`src/rtl/mem_arbiter_if.sv`:
```
// mem_arbiter_if: bundles both requester ports and the RAM-side bus that the
// arbiter connects. The slave view belongs to the arbiter. The master view
// belongs to whatever drives requests and models the RAM.
interface mem_arbiter_if #(
  parameter int AW = 32,
  parameter int DW = 32
);
  logic          m0_req;
  logic          m0_we;
  logic [AW-1:0] m0_addr;
  logic [DW-1:0] m0_wdata;
  logic          m0_ack;
  logic [DW-1:0] m0_rdata;

  logic          m1_req;
  logic          m1_we;
  logic [AW-1:0] m1_addr;
  logic [DW-1:0] m1_wdata;
  logic          m1_ack;
  logic [DW-1:0] m1_rdata;

  logic          mem_en;
  logic          mem_we;
  logic [AW-1:0] mem_addr;
  logic [DW-1:0] mem_wdata;
  logic [DW-1:0] mem_rdata;

  logic          busy;
  logic          owner;

  modport slave (
    input  m0_req, m0_we, m0_addr, m0_wdata,
    input  m1_req, m1_we, m1_addr, m1_wdata,
    input  mem_rdata,
    output m0_ack, m0_rdata, m1_ack, m1_rdata,
    output mem_en, mem_we, mem_addr, mem_wdata,
    output busy, owner
  );

  modport master (
    output m0_req, m0_we, m0_addr, m0_wdata,
    output m1_req, m1_we, m1_addr, m1_wdata,
    output mem_rdata,
    input  m0_ack, m0_rdata, m1_ack, m1_rdata,
    input  mem_en, mem_we, mem_addr, mem_wdata,
    input  busy, owner
  );
endinterface

```
`src/rtl/mem_arbiter.sv`:
```
// mem_arbiter: round-robin arbiter that shares one single-port, fixed-latency
// data RAM between the CPU port (0) and a second bus master (port 1).
//
// state | meaning
// IDLE  | no transaction; grants a waiting port, alternating on a tie
// ISSUE | one-cycle RAM strobe using the latched command
// WAIT  | read latency countdown; read data is captured on the count of 1
// DONE  | one-cycle ack to the owning port, then back to IDLE
module mem_arbiter #(
  parameter int AW      = 32,
  parameter int DW      = 32,
  parameter int LATENCY = 1
) (
  input logic          clk,
  input logic          rst,
  mem_arbiter_if.slave bus
);

  typedef enum logic [1:0] {
    S_IDLE,
    S_ISSUE,
    S_WAIT,
    S_DONE
  } state_t;

  // Only the low four bits are loaded. LATENCY above 15 is not supported.
  localparam logic [3:0] LAT_LOAD = 4'(LATENCY);

  state_t        state;
  logic          lat_we;
  logic [3:0]    wait_cnt;

  logic          grant_sel;
  logic          sel_we;
  logic [AW-1:0] sel_addr;
  logic [DW-1:0] sel_wdata;

  // Winner selection: a lone requester wins. On a tie, the port that did not
  // own the last transaction wins.
  always_comb begin
    grant_sel = bus.m1_req;
    if (bus.m0_req && bus.m1_req) begin
      grant_sel = ~bus.owner;
    end
    sel_we    = grant_sel ? bus.m1_we    : bus.m0_we;
    sel_addr  = grant_sel ? bus.m1_addr  : bus.m0_addr;
    sel_wdata = grant_sel ? bus.m1_wdata : bus.m0_wdata;
  end

  // Sequencer. All outputs are registered. The RAM address and write data
  // registers double as the latched command and hold their value between
  // transactions.
  always_ff @(posedge clk or negedge rst) begin
    if (!rst) begin
      state         <= S_IDLE;
      lat_we        <= 1'b0;
      wait_cnt      <= 4'd0;
      bus.owner     <= 1'b1;
      bus.busy      <= 1'b0;
      bus.m0_ack    <= 1'b0;
      bus.m1_ack    <= 1'b0;
      bus.m0_rdata  <= '0;
      bus.m1_rdata  <= '0;
      bus.mem_en    <= 1'b0;
      bus.mem_we    <= 1'b0;
      bus.mem_addr  <= '0;
      bus.mem_wdata <= '0;
    end else begin
      bus.m0_ack <= 1'b0;
      bus.m1_ack <= 1'b0;
      bus.mem_en <= 1'b0;
      bus.mem_we <= 1'b0;
      case (state)
        S_IDLE: begin
          if (bus.m0_req || bus.m1_req) begin
            state         <= S_ISSUE;
            bus.owner     <= grant_sel;
            lat_we        <= sel_we;
            bus.mem_addr  <= sel_addr;
            bus.mem_wdata <= sel_wdata;
            bus.mem_en    <= 1'b1;
            bus.mem_we    <= sel_we;
            bus.busy      <= 1'b1;
          end
        end
        S_ISSUE: begin
          wait_cnt <= LAT_LOAD;
          if (lat_we) begin
            state <= S_DONE;
            if (bus.owner) bus.m1_ack <= 1'b1;
            else           bus.m0_ack <= 1'b1;
          end else begin
            state <= S_WAIT;
          end
        end
        S_WAIT: begin
          wait_cnt <= wait_cnt - 4'd1;
          if (wait_cnt == 4'd1) begin
            state <= S_DONE;
            if (bus.owner) begin
              bus.m1_rdata <= bus.mem_rdata;
              bus.m1_ack   <= 1'b1;
            end else begin
              bus.m0_rdata <= bus.mem_rdata;
              bus.m0_ack   <= 1'b1;
            end
          end
        end
        S_DONE: begin
          state    <= S_IDLE;
          bus.busy <= 1'b0;
        end
        default: state <= S_IDLE;
      endcase
    end
  end

endmodule

```
`src/flat_wrapper.sv`:
```
// flat-port wrapper written by rule: the top's interface ports become plain ports
module mem_arbiter_flat 
#(
  parameter int AW      = 32,
  parameter int DW      = 32,
  parameter int LATENCY = 1
)
  (clk, rst, bus_m0_req, bus_m0_we, bus_m0_addr, bus_m0_wdata, bus_m1_req, bus_m1_we, bus_m1_addr, bus_m1_wdata, bus_mem_rdata, bus_m0_ack, bus_m0_rdata, bus_m1_ack, bus_m1_rdata, bus_mem_en, bus_mem_we, bus_mem_addr, bus_mem_wdata, bus_busy, bus_owner);
  mem_arbiter_if #(.AW(AW), .DW(DW)) bus_i ();
  input logic clk;
  input logic rst;
  input wire logic [$bits(bus_i.m0_req)-1:0] bus_m0_req;
  input wire logic [$bits(bus_i.m0_we)-1:0] bus_m0_we;
  input wire logic [$bits(bus_i.m0_addr)-1:0] bus_m0_addr;
  input wire logic [$bits(bus_i.m0_wdata)-1:0] bus_m0_wdata;
  input wire logic [$bits(bus_i.m1_req)-1:0] bus_m1_req;
  input wire logic [$bits(bus_i.m1_we)-1:0] bus_m1_we;
  input wire logic [$bits(bus_i.m1_addr)-1:0] bus_m1_addr;
  input wire logic [$bits(bus_i.m1_wdata)-1:0] bus_m1_wdata;
  input wire logic [$bits(bus_i.mem_rdata)-1:0] bus_mem_rdata;
  output wire logic [$bits(bus_i.m0_ack)-1:0] bus_m0_ack;
  output wire logic [$bits(bus_i.m0_rdata)-1:0] bus_m0_rdata;
  output wire logic [$bits(bus_i.m1_ack)-1:0] bus_m1_ack;
  output wire logic [$bits(bus_i.m1_rdata)-1:0] bus_m1_rdata;
  output wire logic [$bits(bus_i.mem_en)-1:0] bus_mem_en;
  output wire logic [$bits(bus_i.mem_we)-1:0] bus_mem_we;
  output wire logic [$bits(bus_i.mem_addr)-1:0] bus_mem_addr;
  output wire logic [$bits(bus_i.mem_wdata)-1:0] bus_mem_wdata;
  output wire logic [$bits(bus_i.busy)-1:0] bus_busy;
  output wire logic [$bits(bus_i.owner)-1:0] bus_owner;
  assign bus_i.m0_req = bus_m0_req;
  assign bus_i.m0_we = bus_m0_we;
  assign bus_i.m0_addr = bus_m0_addr;
  assign bus_i.m0_wdata = bus_m0_wdata;
  assign bus_i.m1_req = bus_m1_req;
  assign bus_i.m1_we = bus_m1_we;
  assign bus_i.m1_addr = bus_m1_addr;
  assign bus_i.m1_wdata = bus_m1_wdata;
  assign bus_i.mem_rdata = bus_mem_rdata;
  assign bus_m0_ack = bus_i.m0_ack;
  assign bus_m0_rdata = bus_i.m0_rdata;
  assign bus_m1_ack = bus_i.m1_ack;
  assign bus_m1_rdata = bus_i.m1_rdata;
  assign bus_mem_en = bus_i.mem_en;
  assign bus_mem_we = bus_i.mem_we;
  assign bus_mem_addr = bus_i.mem_addr;
  assign bus_mem_wdata = bus_i.mem_wdata;
  assign bus_busy = bus_i.busy;
  assign bus_owner = bus_i.owner;
  mem_arbiter #(.AW(AW), .DW(DW), .LATENCY(LATENCY)) u_core (.clk(clk), .rst(rst), .bus(bus_i));
endmodule
```
`config.mk`:
```
export PLATFORM = sky130hd
export DESIGN_NAME = mem_arbiter_flat
export DESIGN_NICKNAME = d
export VERILOG_FILES = /design/src/rtl/mem_arbiter_if.sv /design/src/rtl/mem_arbiter.sv /design/src/flat_wrapper.sv
export SDC_FILE = /design/constraint.sdc
export NUM_CORES = 1
export LEC_CHECK = 0
export BUFFER_PORTS_ARGS = -buffer_cell sky130_fd_sc_hd__clkbuf_2
export CORE_AREA = 2 2 118 120
export CTS_BUF_LIST = sky130_fd_sc_hd__clkbuf_4
export DETAILED_ROUTE_END_ITERATION = 10
export DIE_AREA = 0 0 120 122
export PLACE_DENSITY = 0.87
export SLEW_MARGIN = 10
export SYNTH_ARGS = -nofsm -noshare
export SYNTH_HDL_FRONTEND = slang
export SYNTH_SLANG_ARGS = --single-unit
```
`constraint.sdc`:
```
create_clock -name clk -period 3.8 [get_ports clk]
set_clock_uncertainty 0.15 [all_clocks]
set_input_delay 0.38 -clock clk [delete_from_list [all_inputs] [get_ports clk]]
set_output_delay 0.38 -clock clk [all_outputs]
set_load 0.01 [all_outputs]
```
==> results.txt, run 1 <==
In this design, the stage delay of the slowest critical-path cell is 0.81 ns. The number of nets with antenna violations after routing came out at 0. When the netlist entered floorplanning its net count stood at 649.

The number of H-tree branching levels is 4. The per-instance average area after synthesis came out at 12.9 um^2. After detailed routing, the number of remaining DRC violations is 0. Of all flip-flops after synthesis, the portion carrying an async set or reset was 100%. The main combinational cell family by area after synthesis is multiplexers. The number of maximum-capacitance violations is 0. The actual transition at the worst max-transition pin is 1.15 ns. The min-delay analysis places its worst path in the category in -> reg. In the final design database the tool counted 1097 nets. The pre-CTS setup slack came out at 1.39 ns. The number of buffers inserted for hold repair after clock tree synthesis came out at 154. Clock tree synthesis selected as its root buffer the cell clkbuf_4.

The global router's overall resource usage is 28.8%. The antenna cell count is 0. The global-route wire length before repair came out at 32.1 mm. Synthesis produced a netlist whose cell count is 477. Sequential cells account for 39.5% of the total power. TritonCTS built the clock tree. The horizontal die dimension is 120 um.

The final count of pins violating max slew is 0. The starting density of the core is 45.6%. In this run the worst path has a maximum fanout of 44. Based on the critical path, the design can be clocked at up to 0.331 GHz. From synthesis to final layout, the design area changed by 55.3%. The cell area after synthesis came out at 6160 um^2. Entering global routing, the biggest net connects 88 pins. Measured against the total synthesized area, the mux share comes to 24.4%.

For the worst setup path, the data required time is 4.08 ns. The adder-cell share of the synthesized area came out at 1.22%. After detailed placement, the design holds a cell count of 931. The top cell types in the final layout, fill and taps aside, are 298 x clkbuf_2, 155 x dlygate4sd3_1, 140 x dfrtp_1, 66 x mux2i_1, 66 x nand2_1. In this run, the clock network consumes 13.9% of the power. The number of vias after detailed routing came out at 5641. The net switching power figure is 2.73 mW. The count of buffers added on input and output ports is 299. In this run the standard cell core region covers 13500 um^2. The library cell appearing most often on the critical path is dlygate4sd3_1.

The number of antenna violations at the first check in global routing came out at 0. The share of the synthesized netlist area taken by xor and xnor gates came out at 0%. The final setup TNS came out at 0 ns. Leaving out fill and tap cells, the most frequent cell in the layout is clkbuf_2. For this run the aggregate overflow at the end of global routing stands at 0. The clock drives 141 sinks.

The leakage power of the design is 4.87 nW. After detailed routing, the total wire length is 20.6 mm. The number of fill cells in the layout is 865.

Walking the worst path, the cells encountered are dlygate4sd3_1 -> clkbuf_2 -> a21boi_4 -> buf_12 -> mux2i_1 -> dlygate4sd3_1 -> o21ai_0. The minimum period implied by the final worst setup slack came out at 3.02 ns. The HPWL after detailed placement is 11.6 mm. The unique cell type count in the Yosys netlist is 36. The worst setup path category is in -> reg. Setup repair after global routing left no endpoint under its margin. Data on the critical path arrives at its endpoint at 3.30 ns. The number of flops mapped to enable cells by yosys is 0. The wire length per cell came out at 18.4 um.

The endpoint kind of the worst setup timing path is a flip-flop. The area fraction in and, or, nand and nor cells after synthesis came out at 5.85%. The via count of the first global-routing pass came to 6066.

The share of synthesized area occupied by flip-flops and latches is 57.3%. The most used flip-flop cell after synthesis is dfrtp_1. The power share of the combinational group came out at 46.6%. For this design the ratio of total power to cell area is 728 nW/um^2. Grouping stages by cell kind, the critical path spends the most delay in buffers and inverters. The total of endpoints with negative setup slack in the final report came out at 0.

The number of non-filler instances in the completed layout is 1118. The compound-cell area share of the yosys netlist is 6.80%. The die height is 122 um. The flow ran to the end, and the final reports show no timing, DRC or antenna violations. Routability-driven placement finished with a final weighted congestion of 0.821. The internal power came out at 4.24 mW.

The kind of launch point of the worst setup path is an input pin. The number of resized instances in the post-cts repair step came out at 0. Headroom to the max-slew limit came out at 23.1%.

The top-level I/O count came out at 300. The area of the die is 14600 um^2. IR analysis of the VDD net gives a maximum drop of 324 uV.

Dividing the final minimum period by the clock period gives 79.5%. The count of buffers added by post-CTS timing repair for setup is 0. The detailed router's first-iteration violation count is 379. The final hold violation count is 0. After clock tree synthesis, the clock-pin slew on the worst setup and hold paths is 0.13 ns. In the routed layout, each cell is associated on average with a via count of 5.05. The first TritonRoute pass finished after 5 iterations. In this run the register-to-register setup slack is 0.87 ns.

The buffer and inverter count on the worst path came out at 4. Net switching is 39.1% of the power. The CTS buffer count came out at 17. The post-route netlist has 43.0% of its cells at a drive strength greater than 1.

For the worst-skew pair, the clock arrives at the later sink with an insertion delay of 0.54 ns. The site row count came out at 43. The cell with the largest stage delay on the worst path is a21boi_4. The final total power came out at 6.96 mW. The longest clock path from root to sink contains 2 buffers. The setup slack after layout came out at 0.778 ns. The number of warnings printed during yosys synthesis came out at 0.

The post-synthesis sequential element count came out at 141.
[cells by family after synthesis]
logic type,after synthesis
buffers and inverters,37
multiplexers,131
AO/OA/AOI/OAI,79
AND/OR/NAND/NOR,83
adder cells (fa/ha/maj),6
flip-flops,141
[power by group through the flow]
stage / Combinational (mW) / Clock (mW) / Sequential [mW]
3_3_place_gp: 2.82 / 0 / 2.67
4_1_cts: 3.14 / 0.981 / 2.69
6_report: 3.24 / 0.968 / 2.75
3_5_place_dp: 2.94 / 0 / 2.72
5_1_grt: 3.51 / 1.06 / 2.82
2_1_floorplan: 1.53 / 0 / 2.98
[final cells by class]
class                      instances  area (um^2)  area share [%]
clock buffer                      18          135            1.41
multi-input combinational        299         2380            24.9
sequential                       141         3530            36.9
inverter                           8         30.0           0.314
tap                              180          225            2.35
timing repair buffer             458         3120            32.6
clock inverter                    14          143            1.49
[state kept, by name, summed over array words and instances, names as in the netlist]
signal                flops
u_core.state              2
u_core.wait_cnt           4
u_core.bus.busy           1
u_core.bus.m1_rdata      32
u_core.bus.owner          1
u_core.lat_we             1
u_core.bus.mem_we         1
u_core.bus.mem_en         1
u_core.bus.m1_ack         1
u_core.bus.m0_rdata      32
u_core.bus.mem_addr      32
u_core.bus.mem_wdata     32
u_core.bus.m0_ack         1
[cell usage after synthesis (3+ instances only)]
master / count / area (um^2)
buf_12: 3 / 60.1
nor2_1: 4 / 15.0
dfrtp_1: 140 / 3500
nand2_1: 66 / 248
mux2_2: 33 / 372
mux2_4: 30 / 450
ha_1: 6 / 75.1
mux2i_1: 66 / 661
clkbuf_1: 9 / 33.8
buf_2: 7 / 35.0
inv_1: 8 / 30.0
buf_6: 8 / 90.1
o21ai_0: 60 / 300
o21ai_1: 10 / 50.1
[tightest hold or removal path, delay by kind of cell]
kind	cells	cell delay, ns
muxes	1	0.11
AOI/OAI and AO/OA	1	0.09
buffers and inverters	1	0.08
[routing by layer]
metal,share of wire [%],up-vias,routed length [um],global-route usage [%]
li1,-,2555,-,-
met1,37,2749,7530,31.2
met2,52,281,10800,51.7
met3,7.5,56,1550,8.10
met4,3.6,0,748,13.8
met5,0,-,0,0
[final timing paths]
kind,startpoint,end,depth (start not counted)
worst max-delay path,bus_m0_req,u_core.bus.mem_wdata[11]$_DFFE_PN0P_,7
worst min-delay path,bus_m1_wdata[1],u_core.bus.mem_wdata[1]$_DFFE_PN0P_,3
worst max register to register,u_core.bus.owner$_DFFE_PN1P_,u_core.bus.mem_wdata[11]$_DFFE_PN0P_,5
worst min register to register,u_core.bus.mem_addr[27]$_DFFE_PN0P_,u_core.bus.mem_addr[27]$_DFFE_PN0P_,2
max in group asynchronous,rst,u_core.bus.owner$_DFFE_PN1P_,3
min in group asynchronous,rst,u_core.bus.m1_rdata[18]$_DFFE_PN0P_,2
[metrics by stage]
step / utilization (%) / hold slack, ns / instance area [um^2]
after floorplan: - / -0.0656 / 6160
after global placement: 57.3 / 0.215 / 7740
final: 70.8 / 0.0307 / 9570
after detailed placement: 57.3 / 0.217 / 7740
after CTS: 70.8 / 0.00100 / 9560
after global routing: 70.8 / 0.00177 / 9570
Power figures use the tool's default switching activity.
==> run 2, diff against run 1 <==
ABC_AREA = 1   (was not set)
CORE_AREA = not set   (was 2 2 118 120)
CORE_MARGIN = 2   (was not set)
CORE_UTILIZATION = 44   (was not set)
DIE_AREA = not set   (was 0 0 120 122)
PLACE_DENSITY = 0.86   (was 0.87)
clock period = 2.7 ns   (was 3.8 ns; I/O delays follow)
==> run 2 against run 1 <==
Net effect:
- total power is 56% higher
- area after synthesis grew 3.2%
- sequential cell count unchanged
- worst hold slack improved by 0.038 ns
- core utilization is 0.055 points lower
- largest cell class unchanged
- register-to-register slack lost 0.73 ns
- count of clock-buffer cells in the layout fell by 1
- first-iteration DRC count increased by 58%
- cell count grew 29%
- wire length up 19%
==> results.txt, run 2 <==
The run finished with clean final reports. The top-level I/O count came to 300 (unchanged). The critical path starts at u_core.state[0]$_DFFE_PN0P_. The placer's final routability congestion estimate is 0.798 (-2.7%). The detailed router's first-iteration violation count is 597 (+58%). The via count of the first global-routing pass was 7381 (+22%).

The cell area after synthesis was 6360 um^2 (+3.2%). The power share of the combinational group came out at 51.0% (+4.4 points). The count of TritonRoute iterations in the first routing pass is 6 (+1). The CTS buffer count came out at 17 (unchanged). The site row count is 43 (unchanged). The final hold violation count is 0 (unchanged). The maximum clock rate is 0.391 GHz. Compared with the post-synthesis result, the final layout area differs by 55.8%. The clock share of power is 13.2% (-0.7 points). The final layout net count is 1418 (+29%). The remaining design rule violation count was 0 (unchanged). The commonest cells after synthesis are 275 x nand2_1, 140 x dfrtp_1, 109 x inv_1. The post-detailed-route via-to-cell ratio is 5.15 (+2.0%). The data required time of the worst path is 3.05 ns (-1.03 ns).

The leakage power of the design came to 5.59 nW (+15%). The total power per unit cell area came to 1100 nW/um^2 (+51%). The total nets after synthesis came out at 966 (+49%). The synthesized netlist cell count is 794 (+66%). The area share of the largest cell type after synthesis is 55.1% (-1.7 points). The number of antenna violations at the first check in global routing was 1 (+1). The insertion delay of the later-clocked pin in the worst-skew pair came out at 0.55 ns (about the same).

The global-route met1 utilization came out at 33.4% (+2.1 points). The number of port buffers came out at 299 (unchanged). The number of flops mapped to enable cells by yosys was 0 (unchanged). The slack of the worst reg-to-reg path is 0.14 ns (-0.73 ns).

The worst setup path is captured at a flip-flop. The clock sink count came out at 141 (unchanged). The global-route congestion overflow total is 0 (unchanged). The library cell used most frequently in the layout, excluding fill and tap cells, is clkbuf_2. nand2_1 is the most common cell in the netlist. Ranked by total cell area, the synthesized netlist is headed by dfrtp_1 55%, nand2_1 16%, o21ai_1 7.8%, inv_1 6.4%, nor2_1 4.2%. The net switching share of the total power is 41.8% (+2.6 points). The post-synthesis sequential element count was 141 (unchanged).

The pre-CTS setup slack was 0.640 ns (-0.752 ns). The arrival time at the worst endpoint came to 2.91 ns (-0.39 ns). The number of maximum-capacitance violations is 0 (unchanged). The share of synthesized registers carrying an async set or reset came out at 100% (unchanged). The wire length per cell is 17.0 um (-7.8%). dfrtp_1 takes more of the synthesized area than any other cell. The final count of pins violating max slew was 0 (unchanged). The net switching power figure came out at 4.54 mW (+66%). Setup repair after global routing left no endpoint under its margin. The fraction of layout cells with a size suffix above 1 is 27.4% (-16 points).

The largest fanout on the critical path came out at 54 (+23%). The count of buffers added by post-CTS timing repair for setup came out at 0 (unchanged). The starting density of the core came to 45.4% (-0.18 points). The critical path ends at u_core.bus.mem_addr[28]$_DFFE_PN0P_. The number of warnings printed during yosys synthesis is 0 (unchanged). The per-instance average area after synthesis came to 8.01 um^2 (-38%). The area of the die came to 15400 um^2 (+5.3%). The utilization of the core after routing came out at 70.8% (about the same). In the synthesized netlist the dominant register cell turns out to be dfrtp_1.

The placeable core area came out at 14000 um^2 (+3.6%). The CTS tree is done. The final setup TNS came to 0 ns (unchanged). The detailed-placement wirelength estimate is 12.9 mm (+11%). The worst voltage drop across the vdd grid came out at 533 uV (+65%). The number of H-tree branching levels came to 4 (unchanged).

The kind of launch point of the worst setup path is a flip-flop. The total length of routed wires is 24.4 mm (+19%). The global routing met3 resource utilization came out at 9.84% (+1.7 points).

The maximum buffer depth of the clock tree came out at 2 (unchanged). The sequential cell fraction of total power is 35.8% (-3.7 points). The number of vias after detailed routing came out at 7401 (+31%). The actual transition at the worst max-transition pin is 0.596 ns (-0.554 ns).

The largest net degree at the start of global routing is 65 (-26%). The number of non-filler instances in the completed layout came out at 1438 (+29%). The share of the clock period used by the worst path came out at 94.7%.

The total of endpoints with negative setup slack in the final report is 0 (unchanged). The unique cell type count in the Yosys netlist came out at 22 (-39%). The worst setup path is of the reg -> reg kind. The worst min-delay path category is in -> async. The clock transition time at the flip-flop clock pins of the worst setup and hold paths came out at 0.13 ns (about the same). The horizontal die dimension came to 124 um (+3.5%). The headroom to the max-slew limit is 60.3% (+37 points). The die height came to 124 um (+1.8%). The placed cell count came out at 1243 (+34%). The number of nets with antenna violations after routing is 0 (unchanged). The startpoint identified for the worst register-to-register timing path is u_core.state[0]$_DFFE_PN0P_.

The internal power came to 6.33 mW (+49%). The global router's overall resource usage came out at 31.0% (+2.2 points). After global routing, the most crowded layer is met2. The share of synthesized area occupied by flip-flops and latches came to 55.5% (-1.8 points). The global routing usage on met2 was 51.3% (-0.48 points). The tree is rooted in a clkbuf_4. The global-route wire length before repair was 36.1 mm (+13%). The setup slack after layout is 0.142 ns (-0.636 ns). In this run the critical register-to-register path is captured at u_core.bus.mem_addr[28]$_DFFE_PN0P_.

The count of cells along the worst register-to-register path came to 8 (+3). Subtracting the final worst setup slack from the clock period gives 2.56 ns. The top cell types in the final layout, fill and taps aside, are 298 x clkbuf_2, 274 x nand2_1, 164 x dlygate4sd3_1, 140 x dfrtp_1, 109 x inv_1.
## run 2: cells by family after synthesis
kind of cell / count (synthesis) / synth area share, %
flip-flops: 141 / 55.5
adder cells (fa/ha/maj): 6 / 1.18
AND/OR/NAND/NOR: 360 / 22.0
AO/OA/AOI/OAI: 137 / 10.8
buffers and inverters: 150 / 10.5
## run 2: what timing repair did
action / CTS / global route
gates resized for setup: 0 / 1
hold buffers: 164 / 0
endpoints found under the setup margin: 0 / 20
endpoints found under the hold margin: 245 / 0
## run 2: worst min path at each step
stage                          start                                   end  slack [ns]  cells past startpoint
after floorplan                  rst           u_core.bus.busy$_DFFE_PN0P_       -0.18                      0
after global placement           rst   u_core.bus.m0_rdata[16]$_DFFE_PN0P_        0.13                      1
after detailed placement         rst   u_core.bus.m0_rdata[17]$_DFFE_PN0P_        0.12                      1
after CTS                 bus_m1_req           u_core.state[0]$_DFFE_PN0P_        0.03                      5
after global routing      bus_m1_req           u_core.state[1]$_DFFE_PN0P_        0.07                      5
final                            rst  u_core.bus.mem_wdata[13]$_DFFE_PN0P_        0.07                      2
## run 2: power by group through the flow
stage / clock network (mW) / registers (mW) / logic, mW
2_1_floorplan: 0 / 4.24 / 1.96
3_3_place_gp: 0 / 3.78 / 4.01
3_5_place_dp: 0 / 3.83 / 4.18
4_1_cts: 1.42 / 3.80 / 5.22
5_1_grt: 1.54 / 3.97 / 6.02
6_report: 1.43 / 3.89 / 5.55
## run 2: routing by layer
layer	vias up	part of all wire, %
met5	-	0
met3	142	11
met4	0	6.0
met1	3369	35
met2	574	49
li1	3316	-
## run 2: area by class of cell
class	count	area, um^2
Antenna cell	1	2.50
Clock buffer	17	128
Clock inverter	13	149
Fill cell	900	4090
Inverter	110	413
Multi-Input combinational cell	503	2170
Sequential cell	141	3530
Tap cell	180	225
Timing Repair Buffer	473	3290
## run 2: critical path: stages (launching register included)
cell and delay (ns):
dfrtp_1 0.45, inv_1 0.12, ha_1 0.20, inv_1 0.10, nor2_4 0.15, buf_6 0.36
nand2_1 0.13, o21ai_1 0.20, dlygate4sd3_1 0.59
## run 2: through the flow
stage / cell area, um^2 / hold WS [ns] / power, mW
after floorplan: 6360 / -0.176 / 6.20
after global placement: 7980 / 0.126 / 7.80
after detailed placement: 7980 / 0.121 / 8.01
after CTS: 9900 / 0.0266 / 10.4
after global routing: 9900 / 0.0692 / 11.5
final: 9900 / 0.0687 / 10.9
==> run 3, diff against run 2 <==
GPL_TIMING_DRIVEN = 0   (was not set)
RECOVER_POWER = 100   (was not set)
==> run 3 against run 2 <==
Net effect:
- the flow now finishes with violations (capacitance limit, slew limit)
- worst hold slack better by 0.20 ns
- core utilization down 0.76 points
- total power fell by 3.9%
- sequential power barely moved
- combinational power is 4.7% lower
- count of clock-buffer cells in the layout increased by 2
- non-clock buffer count rose by 32
- critical path depth unchanged
- clock power is 9.8% lower
- critical path type unchanged
- largest power group unchanged
- highest routed layer unchanged
==> results.txt, run 3 (synthesis gave the netlist of run 2 again) <==
The slack of the worst reg-to-reg path came to 0.11 ns (-0.04 ns). The post-detailed-route via-to-cell ratio is 5.21 (+1.2%). The site row count came out at 43 (unchanged). The headroom to the max-slew limit came to -15.1% (-75 points). The number of H-tree branching levels is 4 (unchanged). The share of the clock period used by the worst path is 96.1% (+1.4 points). The placeable core area came out at 14000 um^2 (unchanged). The total power per unit cell area is 1070 nW/um^2 (-2.8%). The number of fill cells in the layout is 1003 (+11%). The total of endpoints with negative setup slack in the final report came out at 0 (unchanged).

The final count of pins violating max slew is 72 (+72). The actual transition at the worst max-transition pin is 1.73 ns (+1.13 ns). The largest fanout on the critical path came out at 10 (-81%). The largest net degree at the start of global routing is 72 (+11%).

The endpoint of the worst register-to-register path is u_core.bus.mem_addr[7]$_DFFE_PN0P_. The clock sink count was 141 (unchanged). The data required time of the worst path came out at 2.97 ns (-0.08 ns). The die height was 124 um (unchanged). The arrival time at the worst endpoint was 2.87 ns (-0.04 ns). The global routing met3 resource utilization came out at 8.88% (-0.96 points). CTS placed an instance of clkbuf_4 at the clock tree root.

The horizontal die dimension came out at 124 um (unchanged). The worst voltage drop across the vdd grid is 516 uV (-3.0%). The leakage power of the design came out at 5.23 nW (-6.6%). The CTS tree is done.

The global-route met1 utilization came out at 34.2% (+0.79 points). The hold slack came out at 0.271 ns (+0.203 ns). The placer's final routability congestion estimate is 0.864 (+8.3%). The final layout net count came to 1450 (+2.3%). The minimum period implied by the final worst setup slack came out at 2.59 ns (+0.0368 ns).

The via count of the first global-routing pass came out at 7675 (+4.0%). The CTS buffer count is 17 (unchanged). The kind of launch point of the worst setup path is a flip-flop. The combined flip-flop and latch cell area was 3530 um^2 (unchanged). The global-route wire length before repair is 37.6 mm (+4.1%). The maximum clock rate is 0.385 GHz (-1.4%). The final hold violation count came out at 0 (unchanged). The area of the die is 15400 um^2 (unchanged). The wire length per cell came out at 17.2 um (+1.3%).

The critical path in this run is classified as reg -> reg. The starting density of the core came to 45.4% (unchanged). The remaining design rule violation count came out at 0 (unchanged). The number of nets with antenna violations after routing was 0 (unchanged). The post-synthesis to final-layout area growth is 54.1%.

The final reports fail on capacitance limit, slew limit. The number of maximum-capacitance violations is 1 (+1). The count of cells along the worst register-to-register path is 8 (unchanged).

The startpoint identified for the worst hold timing path is bus_m1_req. The detailed-placement wirelength estimate is 14.4 mm (+12%). The maximum buffer depth of the clock tree came out at 2 (unchanged). The top-level I/O count is 300 (unchanged). The most common cell after layout, fill and taps aside is nand2_1. The global routing stage identified its most utilized layer as met2. The most critical setup path has its startpoint at u_core.bus.owner$_DFFE_PN1P_.

The worst min-delay path category is in -> reg. Leaving out fill and tap cells, the most frequent cells in the layout are 275 x nand2_1, 174 x clkbuf_2, 165 x dlygate4sd3_1, 146 x clkbuf_1, 140 x dfrtp_1. The number of vias after detailed routing came out at 7664 (+3.6%). The insertion delay of the later-clocked pin in the worst-skew pair came out at 0.53 ns (-0.02 ns).

Setup repair after global routing left no endpoint under its margin. The fraction of layout cells with a size suffix above 1 is 17.7% (-9.7 points). The flow ran to the end, but the final reports show violations. The detailed router's first-iteration violation count came out at 570 (-4.5%). The critical path endpoint is u_core.bus.mem_addr[7]$_DFFE_PN0P_. The clock transition time at the flip-flop clock pins of the worst setup and hold paths is 0.12 ns (about the same). The number of antenna violations at the first check in global routing came to 1 (unchanged). The number of port buffers is 299 (unchanged). The multi-input logic area is 2140 um^2 (-1.3%). The count of TritonRoute iterations in the first routing pass is 7 (+1). The hold-critical path depth is 4. The utilization of the core after routing came out at 70.0% (-0.76 points). The endpoint kind of the worst setup timing path is a flip-flop. The global-route congestion overflow total is 0 (unchanged).

The global routing usage on met2 was 54.2% (+2.9 points). The total length of routed wires is 25.3 mm (+3.7%). The global router's overall resource usage came out at 32.1% (+1.1 points). The startpoint identified for the worst register-to-register timing path is u_core.bus.owner$_DFFE_PN1P_.
[run 3: cell types whose count changed in the layout (fill, tap and decap cells not counted), moves of 3 or more]
cell and change:
clkbuf_1 +146, clkbuf_2 -124, o21ai_0 +70, o21ai_1 -70, buf_4 +10, buf_12 -5
buf_2 +3
[run 3: how the worst min path moves through the flow]
stage / to / slack [ns]
global route: u_core.bus.mem_en$_DFF_PN0_ / 0.28
finish: u_core.bus.mem_en$_DFF_PN0_ / 0.27
CTS: u_core.bus.m1_rdata[19]$_DFFE_PN0P_ / 0.1
global placement: u_core.bus.m1_rdata[14]$_DFFE_PN0P_ / 0.32
detailed placement: u_core.bus.m1_rdata[19]$_DFFE_PN0P_ / 0.16
floorplan: u_core.bus.busy$_DFFE_PN0P_ / -0.18
[run 3: per-layer routing]
metal	routed length, um	vias to the layer above
li1	-	3388
met1	8710	3543
met2	12300	590
met3	2650	143
met4	1610	0
met5	0	-
[run 3: worst max-delay path: stages (launching register included)]
cell and delay, ns:
dfstp_1 0.72, nand2_1 0.12, nand2_1 0.14, buf_4 0.23, clkbuf_2 0.26, nand2_1 0.12, nand2_1 0.09, o21ai_1 0.07
dlygate4sd3_1 0.57
[run 3: metrics by stage]
step	power [mW]	area, um^2	setup WS (ns)	setup TNS [ns]	cells
after floorplan	6.20	6360	1.06	0	794
after global placement	7.95	8080	-1.10	-152.54	1273
after detailed placement	8.12	8110	0.767	0	1274
after CTS	10.4	10000	0.231	0	1471
after global routing	11.1	9800	0.0137	0	1472
final	10.4	9800	0.105	0	1472
[run 3: layout make-up]
type,instances,area share [%]
clock inverters,13,1.19
repair buffers,465,30.5
inverters,110,4.22
flip-flops and latches,141,36.0
clock buffers,19,1.46
well taps,180,2.30
plain buffers,40,2.38
multi-input cells,503,21.9
diodes,1,0.0255
[run 3: power by group]
| part | internal (mW) | switching (mW) |
|---|---|---|
| Clock | 0.481 | 0.810 |
| Sequential | 3.18 | 0.684 |
| Combinational | 2.26 | 3.03 |
[run 3: timing repair]
item	in CTS	in global routing
resized for setup	0	4
endpoints found under the hold margin	203	0
buffers inserted	0	0
hold buffers	165	0
endpoints found under the setup margin	0	5
